--- src/rtl/sprite_sched_pkg.sv ---
// Shared constants, entity field helpers and FSM states for the sprite line scheduler.
// The optional SPRITE_SCHED_COLLISION_EN build adds a collision pulse output.
package sprite_sched_pkg;

  localparam int H_VISIBLE     = 640;
  localparam int H_TOTAL       = 800;
  localparam int V_VISIBLE     = 480;
  localparam int V_TOTAL       = 525;
  localparam int FETCH_START_H = 640;
  localparam int TILE_PX       = 40;
  localparam int UPSCALE       = 5;
  localparam int TILES_H       = 16;
  localparam int TILES_V       = 12;
  localparam int NUM_SLOTS     = 9;

  localparam logic [3:0] ID_UNUSED = 4'hF;

  typedef enum logic [1:0] {IDLE, SCAN, DRAIN, READY} state_e;

  function automatic logic [3:0] ent_id(input logic [13:0] e);
    return e[13:10];
  endfunction

  function automatic logic [1:0] ent_orient(input logic [13:0] e);
    return e[9:8];
  endfunction

  function automatic logic [7:0] ent_loc(input logic [13:0] e);
    return e[7:0];
  endfunction

  function automatic logic [3:0] ent_col(input logic [13:0] e);
    return e[3:0];
  endfunction

  function automatic logic [3:0] ent_row(input logic [13:0] e);
    return e[7:4];
  endfunction

endpackage

--- src/rtl/sprite_line_buffer.sv ---
// Double-buffered 16-tile sprite row store with per-tile valid bits and write-if-empty.
// Under SPRITE_SCHED_COLLISION_EN it also flags writes that hit an occupied tile.
module sprite_line_buffer
  import sprite_sched_pkg::*;
(
  input  logic       clk,
  input  logic       rst,
  input  logic       wr_en_i,
  input  logic [3:0] wr_col_i,
  input  logic [7:0] wr_data_i,
  input  logic       swap_i,
  input  logic       clear_i,
  input  logic [3:0] rd_col_i,
  input  logic [2:0] rd_bit_i,
  output logic       rd_valid_o,
  output logic       rd_bit_o
`ifdef SPRITE_SCHED_COLLISION_EN
  , output logic     wr_conflict_o
`endif
);

  logic                         front_q;
  logic [1:0][TILES_H-1:0]      vld_q;
  logic [1:0][TILES_H-1:0][7:0] mem_q;
  logic                         back;
  logic                         wr_ok;

  assign back  = ~front_q;
  // First writer to a tile owns it for the line; later writes are dropped.
  assign wr_ok = wr_en_i && !swap_i && !clear_i && !vld_q[back][wr_col_i];

  always_ff @(posedge clk or posedge rst) begin
    if (rst) begin
      front_q <= 1'b0;
      vld_q   <= '0;
    end else if (clear_i) begin
      vld_q <= '0;
    end else if (swap_i) begin
      front_q        <= back;
      vld_q[front_q] <= '0;
    end else if (wr_ok) begin
      vld_q[back][wr_col_i] <= 1'b1;
    end
  end

  always_ff @(posedge clk) begin
    if (wr_ok) mem_q[back][wr_col_i] <= wr_data_i;
  end

  assign rd_valid_o = vld_q[front_q][rd_col_i];
  assign rd_bit_o   = mem_q[front_q][rd_col_i][rd_bit_i];

`ifdef SPRITE_SCHED_COLLISION_EN
  assign wr_conflict_o = wr_en_i && vld_q[back][wr_col_i];
`endif

endmodule

--- src/rtl/sprite_line_scheduler.sv ---
// Fetches one SpriteROM row per entity during h-blank and serialises the line buffer to colour.
// Define SPRITE_SCHED_COLLISION_EN to add the collision output.
module sprite_line_scheduler
  import sprite_sched_pkg::*;
(
  input  logic        clk,
  input  logic        reset,
  input  logic [13:0] entity_1,
  input  logic [13:0] entity_2,
  input  logic [13:0] entity_3,
  input  logic [13:0] entity_4,
  input  logic [13:0] entity_5,
  input  logic [13:0] entity_6,
  input  logic [13:0] entity_7,
  input  logic [13:0] entity_8,
  input  logic [13:0] entity_9,
  input  logic [9:0]  counter_V,
  input  logic [9:0]  counter_H,
  output logic [3:0]  rom_charc,
  output logic [1:0]  rom_direction,
  output logic [2:0]  rom_index,
  input  logic [7:0]  rom_data,
  output logic        colour,
  output logic        busy
`ifdef SPRITE_SCHED_COLLISION_EN
  , output logic      collision
`endif
);

  logic [NUM_SLOTS-1:0][13:0] ent_in;
  logic [NUM_SLOTS-1:0][13:0] snap_q, snap_d;
  state_e                     state_q, state_d;
  logic [3:0]                 slot_q, slot_d;
  logic [9:0]                 nl_q, nl_d, nl_next;
  logic                       cap_vld_q, cap_vld_d;
  logic [3:0]                 cap_col_q, cap_col_d;
  logic                       colour_q, colour_d;
  logic [13:0]                cur;
  logic [3:0]                 tile_row;
  logic [2:0]                 spr_row;
  logic                       qualify;
  logic                       swap, clear;
  logic [3:0]                 pix_col;
  logic [2:0]                 pix_bit;
  logic                       blank;
  logic                       rd_valid, rd_bit;
`ifdef SPRITE_SCHED_COLLISION_EN
  logic                       coll_seen_q, coll_seen_d;
  logic                       wr_conflict;
`endif

  assign ent_in = {entity_9, entity_8, entity_7, entity_6, entity_5,
                   entity_4, entity_3, entity_2, entity_1};

  assign nl_next  = (counter_V == 10'(V_TOTAL-1)) ? 10'd0 : counter_V + 10'd1;
  assign tile_row = 4'(nl_q / 10'(TILE_PX));
  assign spr_row  = 3'((nl_q % 10'(TILE_PX)) / 10'(UPSCALE));

  assign cur     = snap_q[slot_q];
  assign qualify = (state_q == SCAN) && (ent_id(cur) != ID_UNUSED) &&
                   (ent_loc(cur) < 8'(TILES_H*TILES_V)) && (ent_row(cur) == tile_row);

  always_comb begin
    state_d       = state_q;
    slot_d        = slot_q;
    snap_d        = snap_q;
    nl_d          = nl_q;
    cap_vld_d     = 1'b0;
    cap_col_d     = cap_col_q;
    swap          = 1'b0;
    clear         = 1'b0;
    busy          = 1'b0;
    rom_charc     = ID_UNUSED;
    rom_direction = 2'd0;
    rom_index     = 3'd0;
`ifdef SPRITE_SCHED_COLLISION_EN
    coll_seen_d   = coll_seen_q;
    if (cap_vld_q && wr_conflict) coll_seen_d = 1'b1;
`endif

    if (qualify) begin
      rom_charc     = ent_id(cur);
      rom_direction = ent_orient(cur);
      rom_index     = spr_row;
      cap_vld_d     = 1'b1;
      cap_col_d     = ent_col(cur);
    end

    case (state_q)
      IDLE: if (counter_H == 10'(FETCH_START_H)) begin
        busy    = 1'b1;
        snap_d  = ent_in;
        nl_d    = nl_next;
        slot_d  = 4'd0;
        state_d = (nl_next >= 10'(V_VISIBLE)) ? READY : SCAN;
`ifdef SPRITE_SCHED_COLLISION_EN
        coll_seen_d = 1'b0;
`endif
      end
      SCAN: begin
        busy = 1'b1;
        if (slot_q == 4'(NUM_SLOTS-1)) state_d = DRAIN;
        else                           slot_d  = slot_q + 4'd1;
      end
      DRAIN: begin
        busy    = 1'b1;
        state_d = READY;
      end
      READY: ;
    endcase

    // End of line: publish a finished fetch, otherwise drop everything.
    if (counter_H == 10'(H_TOTAL-1)) begin
      state_d   = IDLE;
      cap_vld_d = 1'b0;
      if (state_q == READY) swap  = 1'b1;
      else                  clear = 1'b1;
`ifdef SPRITE_SCHED_COLLISION_EN
      coll_seen_d = 1'b0;
`endif
    end
  end

  always_ff @(posedge clk or posedge reset) begin
    if (reset) begin
      state_q   <= IDLE;
      slot_q    <= 4'd0;
      snap_q    <= '0;
      nl_q      <= 10'd0;
      cap_vld_q <= 1'b0;
      cap_col_q <= 4'd0;
      colour_q  <= 1'b0;
    end else begin
      state_q   <= state_d;
      slot_q    <= slot_d;
      snap_q    <= snap_d;
      nl_q      <= nl_d;
      cap_vld_q <= cap_vld_d;
      cap_col_q <= cap_col_d;
      colour_q  <= colour_d;
    end
  end

`ifdef SPRITE_SCHED_COLLISION_EN
  always_ff @(posedge clk or posedge reset) begin
    if (reset) coll_seen_q <= 1'b0;
    else       coll_seen_q <= coll_seen_d;
  end

  assign collision = (counter_H == 10'(H_TOTAL-1)) && (state_q == READY) && coll_seen_q;
`endif

  sprite_line_buffer u_buf (
    .clk        (clk),
    .rst        (reset),
    .wr_en_i    (cap_vld_q),
    .wr_col_i   (cap_col_q),
    .wr_data_i  (rom_data),
    .swap_i     (swap),
    .clear_i    (clear),
    .rd_col_i   (pix_col),
    .rd_bit_i   (pix_bit),
    .rd_valid_o (rd_valid),
    .rd_bit_o   (rd_bit)
`ifdef SPRITE_SCHED_COLLISION_EN
    , .wr_conflict_o (wr_conflict)
`endif
  );

  assign pix_col = 4'(counter_H / 10'(TILE_PX));
  assign pix_bit = 3'((counter_H % 10'(TILE_PX)) / 10'(UPSCALE));
  assign blank   = (counter_H >= 10'(H_VISIBLE)) || (counter_V >= 10'(V_VISIBLE));

  // Empty tiles show the white background.
  assign colour_d = blank ? 1'b0 : (rd_valid ? rd_bit : 1'b1);
  assign colour   = colour_q;

endmodule

--- config.mk ---
export PLATFORM = sky130hd
export DESIGN_NAME = sprite_line_scheduler
export DESIGN_NICKNAME = d
export VERILOG_FILES = /design/src/rtl/sprite_sched_pkg.sv /design/src/rtl/sprite_line_buffer.sv /design/src/rtl/sprite_line_scheduler.sv
export SDC_FILE = /design/constraint.sdc
export NUM_CORES = 1
export LEC_CHECK = 0
export ABC_CLOCK_PERIOD_IN_PS = 5700
export BUFFER_PORTS_ARGS = -buffer_cell sky130_fd_sc_hd__buf_2
export CORE_MARGIN = 2
export CORE_UTILIZATION = 60
export DETAILED_ROUTE_END_ITERATION = 8
export GPL_ROUTABILITY_DRIVEN = 1
export PLACE_DENSITY = 0.83
export SLEW_MARGIN = 10
export SYNTH_ARGS = -nofsm -noshare
export SYNTH_HDL_FRONTEND = slang
export SYNTH_HIERARCHICAL = 1
export SYNTH_SLANG_ARGS = --single-unit
--- constraint.sdc ---
create_clock -name clk -period 5.7 [get_ports clk]
set_input_delay 0 -clock clk [delete_from_list [all_inputs] [get_ports clk]]
set_output_delay 0 -clock clk [all_outputs]
set_load 0.03 [all_outputs]
==> run summary, run 1 <==
Residual overflow from global routing: 0. STA classifies the critical path startpoint as a primary input. The async set or reset register ratio after synthesis is 0.414, and the synthesized cell area is 20600 um2. Across the VDD grid, the largest voltage drop is 0.218 mV. Entering global routing, the biggest net connects 84 pins.

For the initial antenna violation count, the log shows 1. Number of pins exceeding their max-slew limit in the final report: 0. The tools report the standard-cell row count as 67. Setup repair after global routing left no endpoint under its margin. CTS built an H-tree with a depth of 2. Setup violations remaining at the end of the flow were counted as 0. The first detailed-routing pass ran for 7 iterations.

Compared with the post-synthesis result, the final layout area differs by 20.1%. The critical path start-end classification is primary input to register. The detailed router finished its first iteration with 1989 violations. The initial core utilization is 0.612, and the number of post-CTS setup repair buffers is 0. For this run, design rule violations remaining after detail routing come to 0. The synthesized design contains 437 register bits. Via count: 16200.

The path class of the lowest-slack min-delay path is primary input to register. For this design, the slowest cell found on the critical path is o21ai_2. The logs give 16300 for the via count of the first global-routing pass and 5.82 ns for the worst path arrival time. TritonCTS created 44 clock buffers. The clock net sink count came out at 437. The data required time of the worst path came out at 6.17 ns. The maximum clock insertion buffer count came out at 3. The ratio of final minimum period to clock period came out at 0.939. TritonCTS built the clock tree. For the fill cell total of the finished layout, the log shows 1937. The die covers 35900 um2. At the pin with the least slew margin, the transition time is 1.22 ns. During placement, the flow inserted port buffers numbering 166. The sequential-to-total area share from yosys stat is 0.592. The cell count after synthesis came out at 1717.

STA classifies the critical path endpoint as a register. In this design, the stage delay of the slowest critical-path cell is 0.53 ns. At the end of routability-driven placement, the weighted congestion stood at 0.926.

The time the final worst path needs with I/O delays and setup is 5.35 ns, and the mean cell area of the mapped netlist is 12.0 um2. The critical path contains buffers and inverters numbering 2 combined. The total area inside the core boundary comes to 33700 um2.

For the total half-perimeter wirelength after legalization and detailed placement, the log shows 33.4 mm. The finished layout holds 2485 standard cells, fillers aside. The overall fraction of global-route tracks in use came out at 0.339. The headroom to the max-slew limit was 0.187. For the number of hold-slack violations in the final timing report, the log shows 0. Walking the worst path, the cells encountered are buf_2 -> or3b_1 -> a311oi_2 -> or2_1 -> o21ai_0 -> a221oi_2 -> and2_4 -> nor2_1 -> a31o_2 -> ha_1 -> o22ai_1 -> nor3_1 -> a22o_1 -> a2111oi_4 -> o21ba_1 -> o21ai_2 -> o21ai_0 -> nor4_1 -> o32ai_1 -> a221oi_1 -> a31oi_1 -> inv_1 -> a21oi_1 -> and3_1. The number of enable-type register cells in the synthesized netlist is 256, and the number of warnings printed during yosys synthesis is 6.

For the final database, setup skew stands at 0.0205 ns. The run finished with clean final reports. Count of nets left with antenna violations after detail routing: 0. The proportion of layout cells with a drive suffix above 1 was 0.191; the total power divided by cell area was 297 nW/um2.

The number of nets in the synthesized netlist is 1885. In this run the horizontal extent of the chip is 189 um. The maximum fanout count along the critical path is 14, and the leakage dissipation is 0.0106 uW. Commonest register cell after synthesis: edfxtp_1.

In the final timing run, aggregate negative setup slack is 0 ns. The sum of routed wire length over all layers is 60.2 mm, and the total number of nets in the final design is 2169. The wire length of the first global-routing pass was 92.3 mm; the number of max-cap violations was 0.

The critical path's top delay family was compound AO/OA/AOI/OAI gates. The clock reaches the later pin of the worst-skew pair after 0.57 ns. Including well taps, the total number of placed cells is 2250. The height of the die is 189 um.

The tools report the root buffer cell as clkbuf_16. During I/O placement, the number of pins put on the boundary was 167. After detailed routing, the number of vias per cell comes to 6.52. In this design, the critical path's most frequently occurring cell is o21ai_0. Peak clock frequency supported by timing: 187 MHz. The tools report the slack of the worst reg-to-reg path as 1.43 ns. After detailed routing, the average wire length per cell comes to 24.2 um. After clock tree synthesis, the clock-pin slew on the worst setup and hold paths is 0.06 ns. The netlist uses 88 different library cells.
## synthesized netlist by cell type, types with 5 or more instances
library cell  instances  area [um2]
buf_6                 7        78.8
nor2b_1              16         100
buf_2                23         115
o21ai_1               8        40.0
xnor2_1              11        96.3
a211oi_1             10        75.1
o211ai_1              9        67.6
nor3_1               20         100
or3_1                 5        31.3
a22oi_1               9        67.6
edfxtp_1            256        7690
a2111oi_0             5        43.8
and2_1                7        43.8
a31oi_1              13        81.3
mux2i_1              80         801
nand2_1             448        1680
o21ai_0              51         255
nor4_1               15        93.8
xor2_1                9        78.8
a21oi_1              35         175
clkbuf_1             68         255
mux4_2               83        1870
buf_1                 8        30.0
nand3_1              16        80.1
o31ai_1               7        52.6
nor2_1               85         319
nand2b_1             22         138
o22ai_1              27         169
inv_1                28         105
ha_1                 12         150
a22o_1                8        70.1
mux2_2                5        56.3
nand4_1              11        68.8
a21o_1               21         158
dfrtp_1             181        4530
## cell type report
| class | instances | area [um2] | share of cell area |
|---|---|---|---|
| Sequential cell | 437 | 12200 | 0.493 |
| Inverter | 33 | 129 | 0.00520 |
| Clock inverter | 24 | 234 | 0.00944 |
| Clock buffer | 57 | 1170 | 0.0472 |
| Tap cell | 448 | 561 | 0.0226 |
| Multi-Input combinational cell | 1141 | 7910 | 0.319 |
| Antenna cell | 1 | 2.50 | 0.000101 |
| Timing Repair Buffer | 344 | 2550 | 0.103 |
## routing by layer
layer,vias up,GRT usage,part of all wire
met3,271,0.0708,0.10
met1,7913,0.421,0.35
met5,-,0,0
met2,1197,0.557,0.49
met4,0,0.196,0.063
li1,6822,-,-
## stage by stage
stage	power (uW)	instance area [um2]	setup WS, ns	hold WS (ns)	util
after floorplan	4160	20600	0.590	0.0989	-
after global placement	4420	21800	0.258	0.146	0.648
after detailed placement	4450	21800	-0.0311	0.151	0.648
after CTS	7320	24800	0.501	0.00607	0.735
after global routing	7570	24800	0.0191	0.0473	0.735
final	7350	24800	0.345	0.0190	0.735
## cells by family (layout without fill, tap and decap cells)
family,Yosys count,count (layout),share of synthesized area
DFF,437,437,0.592
AOI/OAI and AO/OA,248,248,0.0823
muxes,168,168,0.132
other,0,1,0
buffers and inverters,139,458,0.0292
adders and majority gates,13,13,0.00776
xor gates and xnor gates,20,20,0.00849
and+or+nand+nor,692,692,0.148
## state kept, by name, indices dropped and copies added (netlist names), 2 cells and up
name and cells:
u_buf/mem_q 256, snap_q 126, u_buf/vld_q 32, nl_q 10, cap_col_q 4, slot_q 4
state_q 2
## report_power, final
group | internal (uW) | switching, uW
clock | 1600 | 1230
sequential | 3380 | 74.3
combinational | 465 | 596
total | 5450 | 1900
## worst reg2reg max path, cell delays in order (launching register included)
cell and delay (ns):
dfrtp_4 0.86, mux4_2 0.46, mux4_2 0.51, a22oi_1 0.19
nand4_1 0.54, or3_1 0.56, nor2_1 0.77
## timing repair
item / CTS / global route
endpoints found under the hold margin: 434 / 0
endpoints found under the setup margin: 0 / 1
gates resized for setup: 0 / 1
hold buffers: 153 / 0
## cell usage in the layout, fill, tap and decap left out, types with 10 or more instances in the layout
master / count
nand2b_1: 22
nor2b_1: 16
a211oi_1: 10
ha_1: 12
nand3_1: 16
mux4_2: 83
clkinv_2: 10
xnor2_1: 11
clkbuf_1: 11
dfrtp_1: 179
inv_1: 27
edfxtp_1: 256
buf_2: 166
o21ai_0: 51
nor3_1: 16
buf_4: 25
a21oi_1: 33
clkbuf_16: 44
nor2_1: 83
nand2_1: 447
dlygate4sd3_1: 153
nor4_1: 11
a31oi_1: 13
mux2i_1: 80
a21o_1: 20
nand4_1: 11
o22ai_1: 27
## worst paths after layout
kind                                            from                    endpoint  cells past startpoint
hold / removal                           rom_data[2]  u_buf/mem_q[218]$_DFFE_PP_                      1
max in group asynchronous                      reset      snap_q[66]$_DFFE_PP0P_                      4
setup reg to reg           u_buf/front_q$_DFFE_PP0P_   u_buf/mem_q[19]$_DFFE_PP_                      6
hold reg to reg              snap_q[104]$_DFFE_PP0P_     snap_q[104]$_DFFE_PP0P_                      2
min in group asynchronous                      reset  u_buf/vld_q[3]$_DFFE_PP0P_                      4
setup / recovery                        counter_H[7]            colour$_DFF_PP0_                     24
Note: power is estimated with default switching activity, not from simulation.
==> inputs of run 2 (changes only) <==
--- a/config.mk
+++ b/config.mk
@@ -7,6 +7,7 @@
 export LEC_CHECK = 0
 export ABC_CLOCK_PERIOD_IN_PS = 5700
 export BUFFER_PORTS_ARGS = -buffer_cell sky130_fd_sc_hd__buf_2
+export CORE_ASPECT_RATIO = 1.1
 export CORE_MARGIN = 2
 export CORE_UTILIZATION = 60
 export DETAILED_ROUTE_END_ITERATION = 8
==> run 2 against run 1 <==
Effect of this change: clock skew is essentially flat; utilization shrank 0.43 points; largest power group unchanged; sequential share of layout area shrank 0.18 points; critical endpoint unchanged.
==> run summary, run 2 (synthesized netlist as in run 1, its figures left out) <==
The number of flip-flops under the largest register name was 256 (unchanged); the core footprint was 34000 um2 (+0.96%). The total power divided by cell area came out at 301 nW/um2 (+1.4%). Counting flops per register, the top entry is u_buf/mem_q.

For the die footprint, the log shows 35900 um2 (about the same). Pin slew with the least headroom to its limit: 1.19 ns (-0.0210 ns). The top cell types in the final layout, fill and taps aside, are nand2_1, edfxtp_1, dfrtp_1, buf_2, dlygate4sd3_1. The run gives 0 (unchanged) as the number of pins exceeding their max-slew limit in the final report. STA classifies the critical path endpoint as a register. The ratio of final minimum period to clock period is 0.931 (-0.00825), and the leakage dissipation is 0.0106 uW (+0.45%). The logs give 0 (unchanged) for the residual overflow from global routing and 43 (-2.3%) for the number of clock buffers inserted by TritonCTS. The logs give 3 (unchanged) for the maximum clock insertion buffer count and 91.4 mm (-1.0%) for the wire length of the first global-routing pass. The remaining routing DRC violations was 0 (unchanged); the total number of nets in the final design was 2170 (+0.046%). The area growth from synthesis to layout is 20.5%. The critical path start-end classification was primary input to register. The proportion of layout cells with a drive suffix above 1 is 0.194 (+0.00383). The count of nets left with antenna violations after detail routing came out at 0 (unchanged). The global placement routability congestion was 0.898 (-3.0%). The per-cell routed wire length works out to 23.6 um (-2.4%). For the number of post-CTS setup repair buffers, the log shows 0 (unchanged). The sum of routed wire length over all layers was 58.5 mm (-2.8%); the setup slack after placement was -0.334 ns (-0.302 ns). The via count of the first global-routing pass is 16000 (-1.8%), and the final design utilization is 0.731 (-0.00428). The number of H-tree levels was 2 (unchanged).

The tools report the antenna cell count as 0 (-1). For the DRC violation total after the first TritonRoute iteration, the log shows 1634 (-18%). The path class of the lowest-slack min-delay path is primary input to register. The time the final worst path needs with I/O delays and setup came out at 5.31 ns (-0.0470 ns). The run gives 0.0209 ns (+0.000425 ns) as the post-route clock skew. The initial core utilization was 0.607 (-0.00583); the clock-pin slew reported for the worst setup and hold paths after clock tree synthesis was 0.06 ns (about the same). STA classifies the critical path startpoint as a primary input. The run gives 16000 (-1.2%) as the via count. The run gives 83 (-1.2%) as the maximum number of pins on one net before global-route repair.

The run gives 6 (-1) as the first-pass iteration count of the detailed router. The flow ran to the end, and the final reports show no timing, DRC or antenna violations. The standard-cell row count was 71 (+6.0%). Setup repair after global routing left no endpoint under its margin. The largest registers in the layout are u_buf/mem_q (256), snap_q (126), u_buf/vld_q (32). The tools report the insertion delay of the later-clocked pin in the worst-skew pair as 0.57 ns (about the same).

The number of setup violations in the final report was 0 (unchanged); the floorplan die width was 181 um (-4.6%). TritonCTS built the clock tree. The peak supply drop was 0.262 mV (+20%).

The number of max-cap violations came out at 0 (unchanged). The total half-perimeter wirelength after legalization and detailed placement is 34.1 mm (+2.0%). Maximum fanout count along the critical path: 14 (unchanged). The number of hold-slack violations in the final timing report is 0 (unchanged), and the number of top-level pins is 167 (unchanged). The logs give 5.76 ns (-0.06 ns) for the worst path arrival time and 6.15 ns (-0.02 ns) for the data required time of the worst path. The height of the die was 199 um (+4.8%).

Leaving out fill and tap cells, the most frequent cell in the layout is nand2_1. The logs give 0 (-1) for the initial antenna violation count and 188 MHz (+0.89%) for the peak clock frequency supported by timing. The logs give 437 (unchanged) for the clock net sink count and 1999 (+3.2%) for the fill cell total of the finished layout.

The headroom to the max-slew limit is 0.201 (+0.0140), and the number of vias per cell is 6.47 (-0.83%). The count of input and output buffers works out to 166 (unchanged). Root buffer cell: clkbuf_16. The overall fraction of global-route tracks in use is 0.331 (-0.00817), and the setup slack after layout is 0.392 ns (+0.0470 ns).
-- run 2: cell count changes in the layout (fill, tap and decap cells not counted), moves of 2 or more --
cell and delta:
clkinv_4 +2, clkinvlp_4 +3, bufinv_16 +2, buf_4 +2, clkinv_8 -3, inv_16 +2
clkbuf_1 -4, clkinv_1 -2, clkinv_2 -3, clkbuf_8 +3
-- run 2: what timing repair did --
item | 4_1_cts | 5_1_grt
setup endpoints to repair | 0 | 1
hold buffers | 153 | 0
endpoints found under the hold margin | 451 | 0
gates resized for setup | 0 | 2
-- run 2: path summary, 6_finish.rpt --
| kind | start | to | slack [ns] | depth (start not counted) |
|---|---|---|---|---|
| max in group asynchronous | reset | nl_q[4]$_DFFE_PP0P_ | 4.20 | 4 |
| max reg2reg | cap_col_q[1]$_DFFE_PP0P_ | u_buf/mem_q[36]$_DFFE_PP_ | 1.56 | 6 |
| min reg2reg | snap_q[45]$_DFFE_PP0P_ | snap_q[45]$_DFFE_PP0P_ | 0.46 | 2 |
| min in group asynchronous | reset | u_buf/vld_q[11]$_DFFE_PP0P_ | 0.12 | 4 |
| max | counter_H[7] | colour$_DFF_PP0_ | 0.39 | 25 |
| min | counter_H[0] | cap_vld_q$_DFF_PP0_ | 0.02 | 5 |
-- run 2: worst max-delay path, cell delays in order --
cell       delay, ns
buf_2           0.21
xor2_1          0.25
nor3_1          0.09
o32ai_2         0.61
o21ai_0         0.23
a221oi_2        0.51
and2_4          0.25
nor2_1          0.04
a31o_2          0.24
ha_1            0.29
o22ai_1         0.20
nor3_1          0.06
a22o_1          0.24
a2111oi_4       0.40
o21ba_1         0.21
o21ai_2         0.36
buf_4           0.26
o21ai_0         0.12
nor4_1          0.36
o32ai_1         0.14
a221oi_1        0.25
a31oi_1         0.11
inv_1           0.08
a21oi_1         0.06
and3_1          0.17
-- run 2: layer usage --
metal | GRT usage | vias up | part of all wire | routed length (um)
met5 | 0 | - | 0 | 0
li1 | - | 6833 | - | -
met3 | 0.0635 | 236 | 0.094 | 5490
met1 | 0.406 | 7791 | 0.35 | 20700
met4 | 0.174 | 0 | 0.058 | 3400
met2 | 0.563 | 1144 | 0.49 | 28900
-- run 2: layout make-up --
| type | count | area, um2 | area share |
|---|---|---|---|
| clock buffer | 56 | 1200 | 0.0481 |
| inverter | 33 | 129 | 0.00518 |
| multi-input combinational | 1141 | 7920 | 0.318 |
| sequential | 437 | 12200 | 0.491 |
| tap | 438 | 548 | 0.0220 |
| clock inverter | 24 | 294 | 0.0118 |
| timing repair buffer | 346 | 2560 | 0.103 |
-- run 2: metrics by stage --
stage                     hold slack (ns)  TNS (ns)  instances  total power, uW  area (um2)
final                              0.0224         0       2475             7480       24900
after global routing               0.0613         0       2475             7700       24900
after CTS                          0.0117         0       2475             7480       24900
after detailed placement            0.174    -0.334       2242             4470       21800
after global placement              0.169   -0.0396       2242             4440       21800
after floorplan                    0.0989         0       1717             4160       20600
-- run 2: report_power, final --
group	switching [uW]	internal [uW]
logic	570	466
registers	95.4	3380
clock network	1240	1730
==> inputs of run 3 (changes only) <==
--- a/config.mk
+++ b/config.mk
@@ -9,10 +9,11 @@
 export BUFFER_PORTS_ARGS = -buffer_cell sky130_fd_sc_hd__buf_2
 export CORE_ASPECT_RATIO = 1.1
 export CORE_MARGIN = 2
-export CORE_UTILIZATION = 60
+export CORE_UTILIZATION = 55
 export DETAILED_ROUTE_END_ITERATION = 8
 export GPL_ROUTABILITY_DRIVEN = 1
-export PLACE_DENSITY = 0.83
+export GPL_TIMING_DRIVEN = 0
+export PLACE_DENSITY = 0.77
 export SLEW_MARGIN = 10
 export SYNTH_ARGS = -nofsm -noshare
 export SYNTH_HDL_FRONTEND = slang
==> run 3 against run 2 <==
Effect of this change: the run now ends with hold timing left; critical endpoint unchanged; clock-buffer cell count is 3 higher; largest power group unchanged; cell count is 6.0% higher; sequential share of layout area is 0.64 points lower; sequential power is 1% lower; clock power is 6.7% lower; combinational power is 12% higher; global-route usage is 2.3 points lower; flip-flop and latch count stayed put; setup slack worse by 0.17 ns; die area is 8.9% higher; first-iteration DRC count is 21% higher.
==> run summary, run 3 (synthesized netlist as in run 1, its figures left out) <==
Leaving out fill and tap cells, the most frequent cells in the layout are nand2_1, edfxtp_1, buf_2, dfrtp_1, dlygate4sd3_1. The number of pins exceeding their max-slew limit in the final report was 0 (unchanged); the number of hold-slack violations in the final timing report was 2 (+2). The core footprint came out at 37000 um2 (+8.9%). The worst hold margin is -0.0170 ns (-0.0394 ns), and the total half-perimeter wirelength after legalization and detailed placement is 38.3 mm (+12%).

The total instance count after detailed placement is 2382 (+6.2%). Register with the most flip-flops: u_buf/mem_q. The count of input and output buffers was 162 (-2.4%). TritonCTS built the clock tree. The peak supply drop is 0.212 mV (-19%), and the number of max-cap violations is 0 (unchanged). The setup slack after placement is -1.22 ns (-0.890 ns), and the remaining routing DRC violations is 0 (unchanged).

The overall fraction of global-route tracks in use is 0.309 (-0.0225). The initial antenna violation count was 2 (+2); the time the final worst path needs with I/O delays and setup was 5.48 ns (+0.172 ns). The via count was 16200 (+1.2%); the setup slack after layout was 0.220 ns (-0.172 ns). The critical path start-end classification was primary input to register. The first-pass iteration count of the detailed router is 6 (unchanged), and the post-layout instance count excluding filler cells is 2623 (+6.0%).

The worst path arrival time was 5.97 ns (+0.21 ns). The clock-pin slew reported for the worst setup and hold paths after clock tree synthesis is 0.06 ns (about the same), and the DRC violation total after the first TritonRoute iteration is 1976 (+21%). The leakage dissipation was 0.0107 uW (+0.50%). The number of vias per cell is 6.18 (-4.5%).

STA classifies the critical path startpoint as a primary input. The pin slew with the least headroom to its limit was 1.34 ns (+0.142 ns). The fill cell total of the finished layout is 2530 (+27%).

The proportion of layout cells with a drive suffix above 1 is 0.187 (-0.00720). The maximum fanout count along the critical path was 10 (-4); the number of H-tree levels was 2 (unchanged). The kind of capture point of the worst setup path is a register. The tools report the data required time of the worst path as 6.19 ns (+0.04 ns).

The number of setup violations in the final report was 0 (unchanged); the total number of nets in the final design was 2258 (+4.1%). For the maximum clock insertion buffer count, the log shows 3 (unchanged). The root buffer cell chosen for the clock tree is clkbuf_16. Height of the die: 207 um (+4.4%). The largest registers in the layout are u_buf/mem_q (256), snap_q (126), u_buf/vld_q (32).

The logs give 0 (unchanged) for the residual overflow from global routing and 44 (+2.3%) for the number of clock buffers inserted by TritonCTS. The logs give 182 MHz (-3.1%) for the peak clock frequency supported by timing and 121 (+46%) for the maximum number of pins on one net before global-route repair. The per-cell routed wire length was 23.1 um (-2.2%); the via count of the first global-routing pass was 16400 (+2.2%).

For the sum of routed wire length over all layers, the log shows 60.7 mm (+3.7%). The run gives 0.57 ns (about the same) as the insertion delay of the later-clocked pin in the worst-skew pair. The final reports fail on hold timing. The total power divided by cell area works out to 291 nW/um2 (-3.1%). The library cell used most frequently in the layout, excluding fill and tap cells, is nand2_1.

The logs give 0.105 (-0.0952) for the headroom to the max-slew limit and 0.557 (-0.0493) for the initial core utilization. The run gives 167 (unchanged) as the number of top-level pins. The wire length of the first global-routing pass came out at 92.7 mm (+1.5%). The global placement routability congestion came out at 0.924 (+3.0%). Area growth from synthesis to final layout: 22.1%. The count of nets left with antenna violations after detail routing was 0 (unchanged). Setup repair after global routing left no endpoint under its margin. The logs give 74 (+4.2%) for the standard-cell row count and 7900 um2 (-0.17%) for the area occupied by multi-input gates. The number of flip-flops under the largest register name was 256 (unchanged). The ratio of final minimum period to clock period was 0.961 (+0.0302). The sequential standard cell area is 12200 um2 (about the same), and the floorplan die width is 189 um (+4.3%). In this run the worst hold path is classified as primary input to register. The die footprint came out at 39100 um2 (+8.9%). The run gives 0.0258 ns (+0.00488 ns) as the post-route clock skew. The clock net sink count was 437 (unchanged).

The flow ran to the end, but the final reports show violations.
## run 3: changes by cell type in the layout (fill, tap and decap cells not counted), sizes merged
cell,delta
clkbuf,+70
buf,+20
bufinv,-4
diode,+3
clkinv,+2
clkinvlp,+1
## run 3: stage by stage
stage | TNS, ns | area, um2 | utilization | hold WS (ns) | total power [uW]
CTS | 0 | 25100 | 0.679 | 0.0135 | 7320
global placement | -0.969 | 22100 | 0.596 | 0.197 | 4480
global route | 0 | 25200 | 0.680 | 0.00943 | 7550
finish | 0 | 25200 | 0.680 | -0.0170 | 7340
detailed placement | -1.22 | 22200 | 0.600 | -0.0136 | 4510
floorplan | 0 | 20600 | - | 0.0989 | 4160
## run 3: worst max-delay path, cell delays in order
cell       delay [ns]
buf_2            0.12
buf_6            0.13
or3b_1           0.36
a311oi_2         0.36
or2_1            0.20
buf_6            0.15
o21ai_0          0.10
a221oi_2         0.43
and2_4           0.24
nor2_1           0.04
a31o_2           0.24
ha_1             0.19
clkbuf_1         0.19
o22ai_1          0.22
nor3_1           0.06
a22o_1           0.25
a2111oi_4        0.26
o21ba_1          0.21
o21ai_2          0.20
clkbuf_2         0.28
buf_2            0.32
nor4_1           0.13
a2111oi_1        0.41
a31oi_1          0.12
a31oi_2          0.42
inv_1            0.08
a21oi_1          0.11
and3_1           0.15
## run 3: final timing paths
path	startpoint	depth (start not counted)	slack [ns]	to
setup / recovery	counter_H[5]	28	0.22	colour$_DFF_PP0_
setup reg to reg	u_buf/front_q$_DFFE_PP0P_	8	1.74	u_buf/mem_q[159]$_DFFE_PP_
min in group asynchronous	reset	3	0.12	u_buf/vld_q[12]$_DFFE_PP0P_
hold reg to reg	snap_q[54]$_DFFE_PP0P_	2	0.46	snap_q[54]$_DFFE_PP0P_
hold / removal	counter_H[4]	5	-0.02	state_q[0]$_DFFE_PP0P_
max in group asynchronous	reset	5	4.24	nl_q[3]$_DFFE_PP0P_
## run 3: final cells by class
class	instances	area share
multi-input combinational	1141	0.314
clock buffer	59	0.0475
antenna	3	0.000298
timing repair buffer	327	0.0974
sequential	437	0.485
inverter	33	0.00522
tap	494	0.0245
clock inverter	23	0.00710
buffer	106	0.0191
## run 3: report_power, final
group / internal [uW] / switching [uW] / leakage, uW
clock: 1540 / 1230 / 0.000663
combinational: 485 / 671 / 0.00521
sequential: 3380 / 36.3 / 0.00479
## run 3: per-layer routing
metal | global-route usage | wire (um) | vias to the layer above
li1 | - | - | 7012
met1 | 0.391 | 22400 | 7879
met2 | 0.520 | 29900 | 1102
met3 | 0.0461 | 5200 | 208
met4 | 0.155 | 3160 | 0
met5 | 0 | 0 | -
## run 3: timing repair
| item | CTS | global route |
|---|---|---|
| pin swaps | 1 | 2 |
| setup endpoints to repair | 1 | 1 |
| hold endpoints to repair | 525 | 1 |
| gates resized for setup | 2 | 5 |
| buffers inserted | 2 | 1 |
| hold buffers | 152 | 1 |
